[src/rtl/uart_pkg.sv]
// uart_pkg: oversampling constants and rx state encodings shared by the UART receiver and the future transmitter
package uart_pkg;
    localparam int OVERSAMPLE = 16;
    localparam int TICK_W     = $clog2(OVERSAMPLE);
    localparam logic [TICK_W-1:0] MID_TICK  = TICK_W'(7);
    localparam logic [TICK_W-1:0] LAST_TICK = TICK_W'(OVERSAMPLE - 1);
    typedef enum logic [2:0] {
        RX_IDLE,
        RX_START,
        RX_DATA,
        RX_PARITY,
        RX_STOP,
        RX_BREAK
    } rx_state_t;
endpackage

[src/rtl/uart_sync.sv]
// uart_sync: multi-stage synchroniser for the asynchronous rx line, resets to the idle-high level
module uart_sync #(
    parameter int STAGES = 2
) (
    input  logic clk,
    input  logic rst,
    input  logic i_d,
    output logic o_q
);
    logic [STAGES-1:0] r_ff;
    // shift the raw line through the flop chain; reset to 1 so a reset never looks like a start bit
    always_ff @(posedge clk) r_ff <= rst ? '1 : {r_ff[STAGES-2:0], i_d};
    assign o_q = r_ff[STAGES-1];
endmodule

[src/rtl/uart_rx.sv]
// uart_rx: 16x-oversampled UART receiver, LSB first; define UART_PARITY_EN for an even-parity bit
module uart_rx
    import uart_pkg::*;
#(
    parameter int DATA_BITS   = 8,
    parameter int SYNC_STAGES = 2
) (
    input  logic                 clk,
    input  logic                 rst,
    input  logic                 baud16x_tick,
    input  logic                 rx,
    output logic [DATA_BITS-1:0] rx_data,
    output logic                 rx_valid,
    output logic                 frame_err,
    output logic                 parity_err,
    output logic                 rx_busy
);
    localparam logic [2:0] BIT_LAST = 3'(DATA_BITS - 1);
    logic                 w_rx_s;
    rx_state_t            r_state;
    logic [TICK_W-1:0]    r_tick_cnt;
    logic [2:0]           r_bit_cnt;
    logic [DATA_BITS-1:0] r_shreg;
    logic [DATA_BITS-1:0] r_rx_data;
    logic                 r_rx_valid;
    logic                 r_frame_err;
`ifdef UART_PARITY_EN
    logic                 r_par_bit;
    logic                 r_parity_err;
`endif

    uart_sync #(.STAGES(SYNC_STAGES)) u_sync (
        .clk (clk),
        .rst (rst),
        .i_d (rx),
        .o_q (w_rx_s)
    );

    // frame FSM: advances on baud ticks only, while the result pulses clear every clk
    always_ff @(posedge clk) begin
        if (rst) begin
            r_state      <= RX_IDLE;
            r_tick_cnt   <= '0;
            r_bit_cnt    <= '0;
            r_shreg      <= '0;
            r_rx_data    <= '0;
            r_rx_valid   <= 1'b0;
            r_frame_err  <= 1'b0;
`ifdef UART_PARITY_EN
            r_par_bit    <= 1'b0;
            r_parity_err <= 1'b0;
`endif
        end else begin
            r_rx_valid   <= 1'b0;
            r_frame_err  <= 1'b0;
`ifdef UART_PARITY_EN
            r_parity_err <= 1'b0;
`endif
            if (baud16x_tick) begin
                r_tick_cnt <= r_tick_cnt + 1'b1;
                case (r_state)
                    RX_IDLE: begin
                        if (!w_rx_s) begin
                            r_state    <= RX_START;
                            r_tick_cnt <= '0;
                        end
                    end
                    RX_START: begin
                        if (r_tick_cnt == MID_TICK) begin
                            r_state    <= w_rx_s ? RX_IDLE : RX_DATA;
                            r_tick_cnt <= '0;
                            r_bit_cnt  <= '0;
                        end
                    end
                    RX_DATA: begin
                        if (r_tick_cnt == LAST_TICK) begin
                            r_shreg   <= {w_rx_s, r_shreg[DATA_BITS-1:1]};
                            r_bit_cnt <= r_bit_cnt + 3'd1;
`ifdef UART_PARITY_EN
                            if (r_bit_cnt == BIT_LAST) r_state <= RX_PARITY;
`else
                            if (r_bit_cnt == BIT_LAST) r_state <= RX_STOP;
`endif
                        end
                    end
`ifdef UART_PARITY_EN
                    RX_PARITY: begin
                        if (r_tick_cnt == LAST_TICK) begin
                            r_par_bit <= w_rx_s;
                            r_state   <= RX_STOP;
                        end
                    end
`endif
                    RX_STOP: begin
                        if (r_tick_cnt == LAST_TICK) begin
                            if (w_rx_s) begin
                                r_rx_data    <= r_shreg;
                                r_rx_valid   <= 1'b1;
`ifdef UART_PARITY_EN
                                r_parity_err <= ^{r_shreg, r_par_bit};
`endif
                                r_state      <= RX_IDLE;
                            end else begin
                                r_frame_err <= 1'b1;
                                r_state     <= RX_BREAK;
                            end
                        end
                    end
                    RX_BREAK: begin
                        if (w_rx_s) r_state <= RX_IDLE;
                    end
                    default: r_state <= RX_IDLE;
                endcase
            end
        end
    end

    assign rx_data   = r_rx_data;
    assign rx_valid  = r_rx_valid;
    assign frame_err = r_frame_err;
    assign rx_busy   = (r_state != RX_IDLE);
`ifdef UART_PARITY_EN
    assign parity_err = r_parity_err;
`else
    assign parity_err = 1'b0;
`endif
endmodule

[config.mk]
export PLATFORM = sky130hd
export DESIGN_NAME = uart_rx
export DESIGN_NICKNAME = d
export VERILOG_FILES = /design/src/rtl/uart_pkg.sv /design/src/rtl/uart_sync.sv /design/src/rtl/uart_rx.sv
export SDC_FILE = /design/constraint.sdc
export NUM_CORES = 1
export LEC_CHECK = 0
export CORE_MARGIN = 5
export CORE_UTILIZATION = 50
export CTS_CLUSTER_DIAMETER = 200
export DETAILED_ROUTE_END_ITERATION = 8
export GPL_TIMING_DRIVEN = 0
export PLACE_DENSITY = 0.77
export SLEW_MARGIN = 30
export SYNTH_ARGS = -nofsm -noshare
export SYNTH_HDL_FRONTEND = slang
export SYNTH_SLANG_ARGS = --single-unit
[constraint.sdc]
create_clock -name clk -period 2 [get_ports clk]
set_input_delay 0.5 -clock clk [delete_from_list [all_inputs] [get_ports clk]]
set_output_delay 0.5 -clock clk [all_outputs]
set_load 0.005 [all_outputs]
---- Yosys cells after proc, flatten, opt, wreduce, memory -nomap -nowiden ----
Cells that the tools add are included.
operators by class
  add/subtract/negate cells ............... 2
  eq/ne operators ......................... 13
  mux-type cells .......................... 17
  bitwise logic cells ..................... 3
  reduce and logical (&&, ||, !) cells .... 8
operators with widths
  kind                 count
  $mux 3               9
  $pmux 3 s5           1
  $ne 2x2->1 const B   5
  $eq 3x3->1 const B   3
  $mux 4               2
  $pmux 4 s2           1
  $reduce_and 4->1     2
  $reduce_and 7->1     1
  $pmux 3 s2           1
  $add 4x1->4 const B  1
  $eq 4x3->1 const B   1
  $eq 4x4->1 const B   1
  $reduce_or 4->1      1
  $add 3x1->3 const B  1
  $eq 3x1->1 const B   1
  $eq 3x2->1 const B   1
  $logic_not 3->1      1
  $not 1->1            3
  $reduce_and 3->1     1
  $reduce_bool 3->1    1
  $mux 1               2
  $mux 2               1
  $ne 2x1->1 const B   1
  $reduce_bool 2->1    1
storage, ports and cells
  register bits after elaboration ......... 30
  bits of input ports ..................... 4
  output and inout port bits .............. 12

---- Longest topological paths before layout ----
Gate-level depths: netlist (run 1).
  depth in word-level cells ............... 4
  depth in mapped cells ................... 6
  depth with buffers taken out ............ 6

---- By module ----
From an unflattened synthesis (run 1), not the netlist that was laid out.
unflattened totals
  cells, all modules ...................... 140
  area, all modules ....................... 1402.6 sq um
modules (own cells, without submodules)
  module     instances  cells an instance  area each (sq um)  sequential area each (sq um)
  uart_rx    1          136                1350.0             560.5
  uart_sync  1          4                  52.6               40.0

---- Least setup slack after synthesis (run 1) ----
OpenSTA, ideal clock, no wires.
  path type ............................... reg-to-reg
  from .................................... reg r_tick_cnt[0]
  to ...................................... reg r_bit_cnt[1]
  arrival time ............................ 1.549 ns
  required time ........................... 1.930 ns
  slack ................................... 0.381 ns
  cell stages (with the launch flop) ...... 6
  clock period less this slack ............ 1.619 ns
  path through ............................ dfxtp_1 > ha_1 > nand4b_1 > o22a_1 > or4_1 > a21oi_1
between the ends
  longest elaborated chain between the ends .. 3
RTL lines
  element                                          RTL line                      source
  start, declared                                  uart_rx.sv:21                 logic [TICK_W-1:0] r_tick_cnt;
  start signal, assigned                           uart_rx.sv:60                 r_tick_cnt <= r_tick_cnt + 1'b1;
  $eq 4x4->1 / $eq 4x3->1 (equally long branches)  uart_rx.sv:76, uart_rx.sv:69
  $ne 2x2->1 (no source line)                      n/a
  $reduce_and 4->1 (no source line) *              n/a
  end signal, assigned                             uart_rx.sv:78                 r_bit_cnt <= r_bit_cnt + 3'd1;
  end, declared                                    uart_rx.sv:22                 logic [2:0] r_bit_cnt;
Every way passes the cells marked *; elsewhere a longest branch is shown, timed or not.
A chain may end at the register's enable or synchronous reset.

---- Worst setup path in the final report (run 1) ----
  from .................................... reg r_state[1]
  to ...................................... out rx_busy
between the ends
  longest elaborated chain between the ends .. 1
RTL lines
  element                 RTL line        source
  start, declared         uart_rx.sv:20   rx_state_t r_state;
  start signal, assigned  uart_rx.sv:70   r_state <= w_rx_s ? RX_IDLE : RX_DATA;
  $reduce_bool 3->1       uart_rx.sv:121  assign rx_busy = (r_state != RX_IDLE);
  end, declared           uart_rx.sv:16   output logic rx_busy
Every way passes these cells.

==> impl_metrics.yaml, run 1 <==
synth:
  syn_area_um2: 1300
  ys_warn_count: 0
  syn_area_per_cell_um2: 9.22
  ys_ff_latch: 30
  synth_cells: 141
  synth_cell_types: 33
  ys_seq_area_share_pct: 46.2
  syn_nets: 148
grt:
  antenna_found_initial: 0
  met2_usage_pct: 27.6
  grt_pass1_wl_um: 4610
  grt_busiest_layer: "met2"
  grt_use_met1_pct: 19.9
  grtUsageTotal_pct: 17.0
  grt_max_degree: 13
  first_global_vias: 1029
  gr-total-overflow: 0
  grtUsageMet3_pct: 4.68
setup_path:
  path_max_fanout: 10
  rr_endpoint: "r_bit_cnt[2]"
  startpoint_type: "flip-flop"
  crit_path_end_kind: "output port"
  reg2reg_from: "r_tick_cnt[0]"
  cp.required_ns: 1.50
  crit_arrival_ns: 1.40
  reg2reg_slack_ns: 0.17
  ff2ff_path_depth: 5
  critPathKind: "flip-flop to output port"
sta:
  finalClockSkew_ns: 0.00985
  fmax_mhz: 525
  setup_viol: 0
  rsz0062_at_grt: "no"
  period_minus_slack_ns: 1.90
  tightest_slew_ns: 0.505
  final_min_period_over_clock_period_pct: 95.2
  relSlewSlack_pct: 66.3
  slew_violations: 0
  hold_violations: 0
  tns_ns: 0
floorplanning:
  io_pins: 16
  die_y_um: 61.0
  fp-row-count: 18
  dieArea_um2: 3720
  start_util_pct: 52.5
  die_w_um: 61.0
  core_area_um2: 2480
final_layout:
  final_cell_mix: "dfxtp_1, nor2_1, mux2i_1, clkdlybuf4s50_1"
  syn_to_final_growth_pct: 18.1
  drive_above_1_share_pct: 13.0
  diodes: 0
  layout_commonest_cell: "dfxtp_1"
  finalNetCount: 168
power_and_ir_drop:
  peakVddDrop_uv: 538
  switching_share_pct: 23.4
  p_int_mw: 0.793
  p_switching_mw: 0.242
  comb_power_share_pct: 4.4
  pwr-share-seq_pct: 58.8
  p_clk_share_pct: 36.8
  p_leak_nw: 0.541
  finalPower_mw: 1.04
  p_per_area_nw_per_um2: 675
detailed_routing:
  drtAntennaViolNets: 0
  wl_per_cell_um: 13.6
  vias: 1048
  drtIter0Drc: 16
  wl_um: 2620
  post-route-drc-count: 0
  post_drt_via_cell_ratio: 5.46
  drtPass1Iterations: 4
clock_network:
  cts_sinks: 30
  cts.path.max_buffers: 2
  path_clk_slew_ns: 0.10
  clk_latency_ns: 0.34
  h-tree-depth: 2
  root_buffer: "clkbuf_4"
  cts_tree: "done"
  hold_buffers: 0
  cts_buffers: 5
placed_design:
  globalplace.congestion: 0.780
  port_buffers: 14
  hpwl_um: 1760
job:
  max_cap_viol_count: 0
min_path:
  min_from: "u_sync.r_ff[0]"
  hp-class: "flip-flop to flip-flop"
  hold_depth: 1
  min_to: "u_sync.r_ff[1]"
run_status:
  status: "finished clean"
sequential cells by signal, indices dropped and copies added, names as in the netlist:
signal	flops
frame_err	1
r_bit_cnt	3
r_shreg	8
r_state	3
r_tick_cnt	4
rx_data	8
rx_valid	1
u_sync.r_ff	2
per-layer routing:
layer | part of all wire [%] | wire length (µm)
met1 | 47 | 1230
met2 | 46 | 1210
met3 | 3.9 | 102
met4 | 2.7 | 72
met5 | 0 | 0
critical path: stages, from the launching register on:
cell      delay, ns
dfxtp_2        0.34
buf_4          0.16
or3_2          0.44
clkbuf_2       0.12
metrics by stage:
step	cell area, µm²	hold WS, ns	cells	utilization [%]	setup WS (ns)
3_5_place_dp	1480	0.403	185	59.6	-0.152
5_1_grt	1540	0.439	192	62.0	0.0350
6_report	1540	0.422	192	62.0	0.0960
4_1_cts	1540	0.428	192	62.0	0.00463
3_3_place_gp	1480	0.394	185	59.6	-0.121
2_1_floorplan	1300	0.389	141	-	0.381
how the worst max path moves through the flow:
stage | to | slack (ns) | startpoint | cells after the start
after detailed placement | r_shreg[4] | -0.15 | baud16x_tick | 6
after global routing | rx_busy | 0.04 | r_state[1] | 3
final | rx_busy | 0.1 | r_state[1] | 3
after CTS | rx_busy | 0.005 | r_state[1] | 3
after global placement | r_shreg[5] | -0.12 | baud16x_tick | 6
after floorplan | r_bit_cnt[1] | 0.38 | r_tick_cnt[0] | 5
synth_stat cells:
cell type	number	area [µm²]
a21oi_1	8	40.0
a31oi_1	1	6.26
nand3_1	6	30.0
nor2_1	19	71.3
mux2i_1	17	170
or3b_1	1	8.76
or2_2	3	18.8
dfxtp_1	30	601
nand3b_1	1	7.51
o21ai_0	8	40.0
clkbuf_8	1	13.8
nand2b_2	1	8.76
inv_1	3	11.3
o31a_1	1	8.76
a211o_2	1	10.0
nor2b_1	1	6.26
nor4_1	3	18.8
buf_2	2	10.0
nand4b_1	1	8.76
nand2b_1	6	37.5
o22a_1	1	8.76
o211ai_1	1	7.51
clkbuf_1	4	15.0
ha_1	3	37.5
and3_1	2	12.5
or3_2	1	7.51
buf_4	2	15.0
nor3_1	3	15.0
nand2_1	5	18.8
conb_1	1	3.75
or4_1	2	15.0
a21boi_0	1	7.51
and4_1	1	8.76
power groups by stage:
stage | registers, mW | logic (mW) | clock network (mW)
3_5_place_dp | 0.622 | 0.0459 | 0
4_1_cts | 0.608 | 0.0460 | 0.392
2_1_floorplan | 0.621 | 0.0298 | 0
5_1_grt | 0.610 | 0.0514 | 0.416
3_3_place_gp | 0.622 | 0.0452 | 0
6_report | 0.609 | 0.0457 | 0.381
cell type report:
cell class / instances / area [µm²]
tap: 30 / 37.5
buffer: 8 / 52.6
timing repair buffer: 14 / 135
inverter: 3 / 11.3
fill: 227 / 942
multi-input combinational: 99 / 637
sequential: 30 / 602
clock inverter: 1 / 5.00
clock buffer: 7 / 55.1
kinds of logic after synthesis:
kind of cell	after synthesis	synth area share [%]
adders and majority gates	3	2.89
other	1	0.288
DFF	30	46.2
buffers and inverters	12	5.00
and+or+nand+nor	56	22.6
muxes	17	13.1
AOI/OAI and AO/OA	22	9.91
what timing repair did:
action	CTS	global route
setup endpoints to repair	1	11
buffers inserted	0	0
resized for setup	3	4
pin swaps	0	0
(Power assumes the default switching activity.)
==> run 2, diff against run 1 <==
CORE_MARGIN = unset   (was 5)
GPL_TIMING_DRIVEN = unset   (was 0)
==> impl_metrics.yaml, run 2 (synthesis gave the netlist of run 1 again) <==
grt:
  first_global_vias: 965
  grtUsageMet3_pct: 8.91
  met2_usage_pct: 32.3
  grt_max_degree: 17
  grt_use_met1_pct: 25.5
  grt_pass1_wl_um: 4150
  grt_busiest_layer: "met2"
  grtUsageTotal_pct: 21.4
  antenna_found_initial: 0
  gr-total-overflow: 0
placed_design:
  hpwl_um: 1730
  globalplace.congestion: 0.875
  port_buffers: 14
detailed_routing:
  wl_per_cell_um: 13.2
  drtIter0Drc: 30
  vias: 1068
  drtAntennaViolNets: 0
  wl_um: 2530
  drtPass1Iterations: 4
  post-route-drc-count: 0
  post_drt_via_cell_ratio: 5.56
setup_path:
  cp_cell_sequence: "or3_2, dlygate4sd2_1"
  critPathTopFamily: "simple AND/OR/NAND/NOR gates"
  startpoint_type: "flip-flop"
  critPathBufInv: 1
  crit_arrival_ns: 1.39
  cpPeakStageDelay_ns: 0.41
  critPathKind: "flip-flop to output port"
  cp.required_ns: 1.50
  crit_path_end_kind: "output port"
  path_max_fanout: 9
  reg2reg_slack_ns: 0.19
  cp_slowest_cell: "or3_2"
final_layout:
  finalNetCount: 169
  layout_commonest_cell: "dfxtp_1"
  syn_to_final_growth_pct: 21.5
  diodes: 0
  final_cell_mix: "dfxtp_1, nor2_1, mux2i_1, clkdlybuf4s50_1, buf_4"
  drive_above_1_share_pct: 14.8
clock_network:
  root_buffer: "clkbuf_4"
  path_clk_slew_ns: 0.09
  cts_buffers: 5
  cts.path.max_buffers: 2
  cts_sinks: 30
  h-tree-depth: 2
  hold_buffers: 0
  clk_latency_ns: 0.33
  cts_tree: "done"
power_and_ir_drop:
  p_leak_nw: 0.569
  peakVddDrop_uv: 566
  p_per_area_nw_per_um2: 727
  finalPower_mw: 1.15
sta:
  tns_ns: 0
  setup_viol: 0
  final_min_period_over_clock_period_pct: 94.5
  hold_violations: 0
  finalClockSkew_ns: 0.00529
  period_minus_slack_ns: 1.89
  rsz0062_at_grt: "no"
  fmax_mhz: 529
  slew_violations: 0
floorplanning:
  dieArea_um2: 2810
  core_area_um2: 2480
  die_w_um: 53.0
  fp-row-count: 18
  io_pins: 16
  die_y_um: 53.0
  start_util_pct: 52.5
job:
  max_cap_viol_count: 0
run_status:
  status: "finished clean"
min_path:
  hp-class: "flip-flop to flip-flop"
-- run 2: changes by cell type in the layout (fill, tap and decap cells not counted), sizes merged --
cell | before | now
buf | 4 | 9
dlygate4sd2 | 0 | 1
clkinv | 1 | 0
bufinv | 0 | 1
clkbuf | 12 | 6
-- run 2: power by group --
| group | switching, mW | internal (mW) | total, mW | leakage (nW) |
|---|---|---|---|---|
| Clock | 0.203 | 0.291 | 0.493 | 0.0443 |
| Sequential | 0.00652 | 0.603 | 0.609 | 0.243 |
| Combinational | 0.0235 | 0.0224 | 0.0459 | 0.282 |
| Total | 0.233 | 0.916 | 1.15 | 0.569 |
-- run 2: area by class of cell --
cell class,instances,area [µm²]
clock buffers,6,51.3
clock inverters,1,30.0
fillers,204,898
inverters,3,11.3
multi-input cells,99,641
flip-flops and latches,30,602
well taps,30,37.5
repair buffers,23,206
-- run 2: worst register-to-register path, cell delays in order (launching register included) --
cell and delay [ns]:
dfxtp_1 0.39, ha_1 0.28, nand4b_1 0.19, o22a_1 0.28
or4_1 0.48, a21oi_1 0.14
-- run 2: worst paths after layout --
check	endpoint	cells after the start	from
worst max-delay path	rx_busy	2	r_state[0]
worst max register to register	r_bit_cnt[1]	5	r_tick_cnt[0]
worst min-delay path	u_sync.r_ff[1]	1	u_sync.r_ff[0]
worst min register to register	u_sync.r_ff[1]	1	u_sync.r_ff[0]
-- run 2: what timing repair did --
action,in CTS,in global routing
hold endpoints to repair,0,0
gates resized for setup,2,0
buffers inserted,0,0
endpoints found under the setup margin,1,0
-- run 2: stage by stage --
step	setup WS, ns	util (%)	instance area, µm²	std cells	hold slack, ns
final	0.110	63.7	1580	192	0.420
after global routing	0.0452	63.7	1580	192	0.434
after CTS	0.0911	63.7	1580	192	0.425
after detailed placement	-0.00265	60.5	1500	185	0.400
after global placement	0.0220	60.5	1500	185	0.394
after floorplan	0.381	-	1300	141	0.389
-- run 2: per-layer routing --
metal	up-vias	share of wire, %
li1	531	-
met1	505	46
met2	26	47
met3	6	5.0
met4	0	2.0
met5	-	0
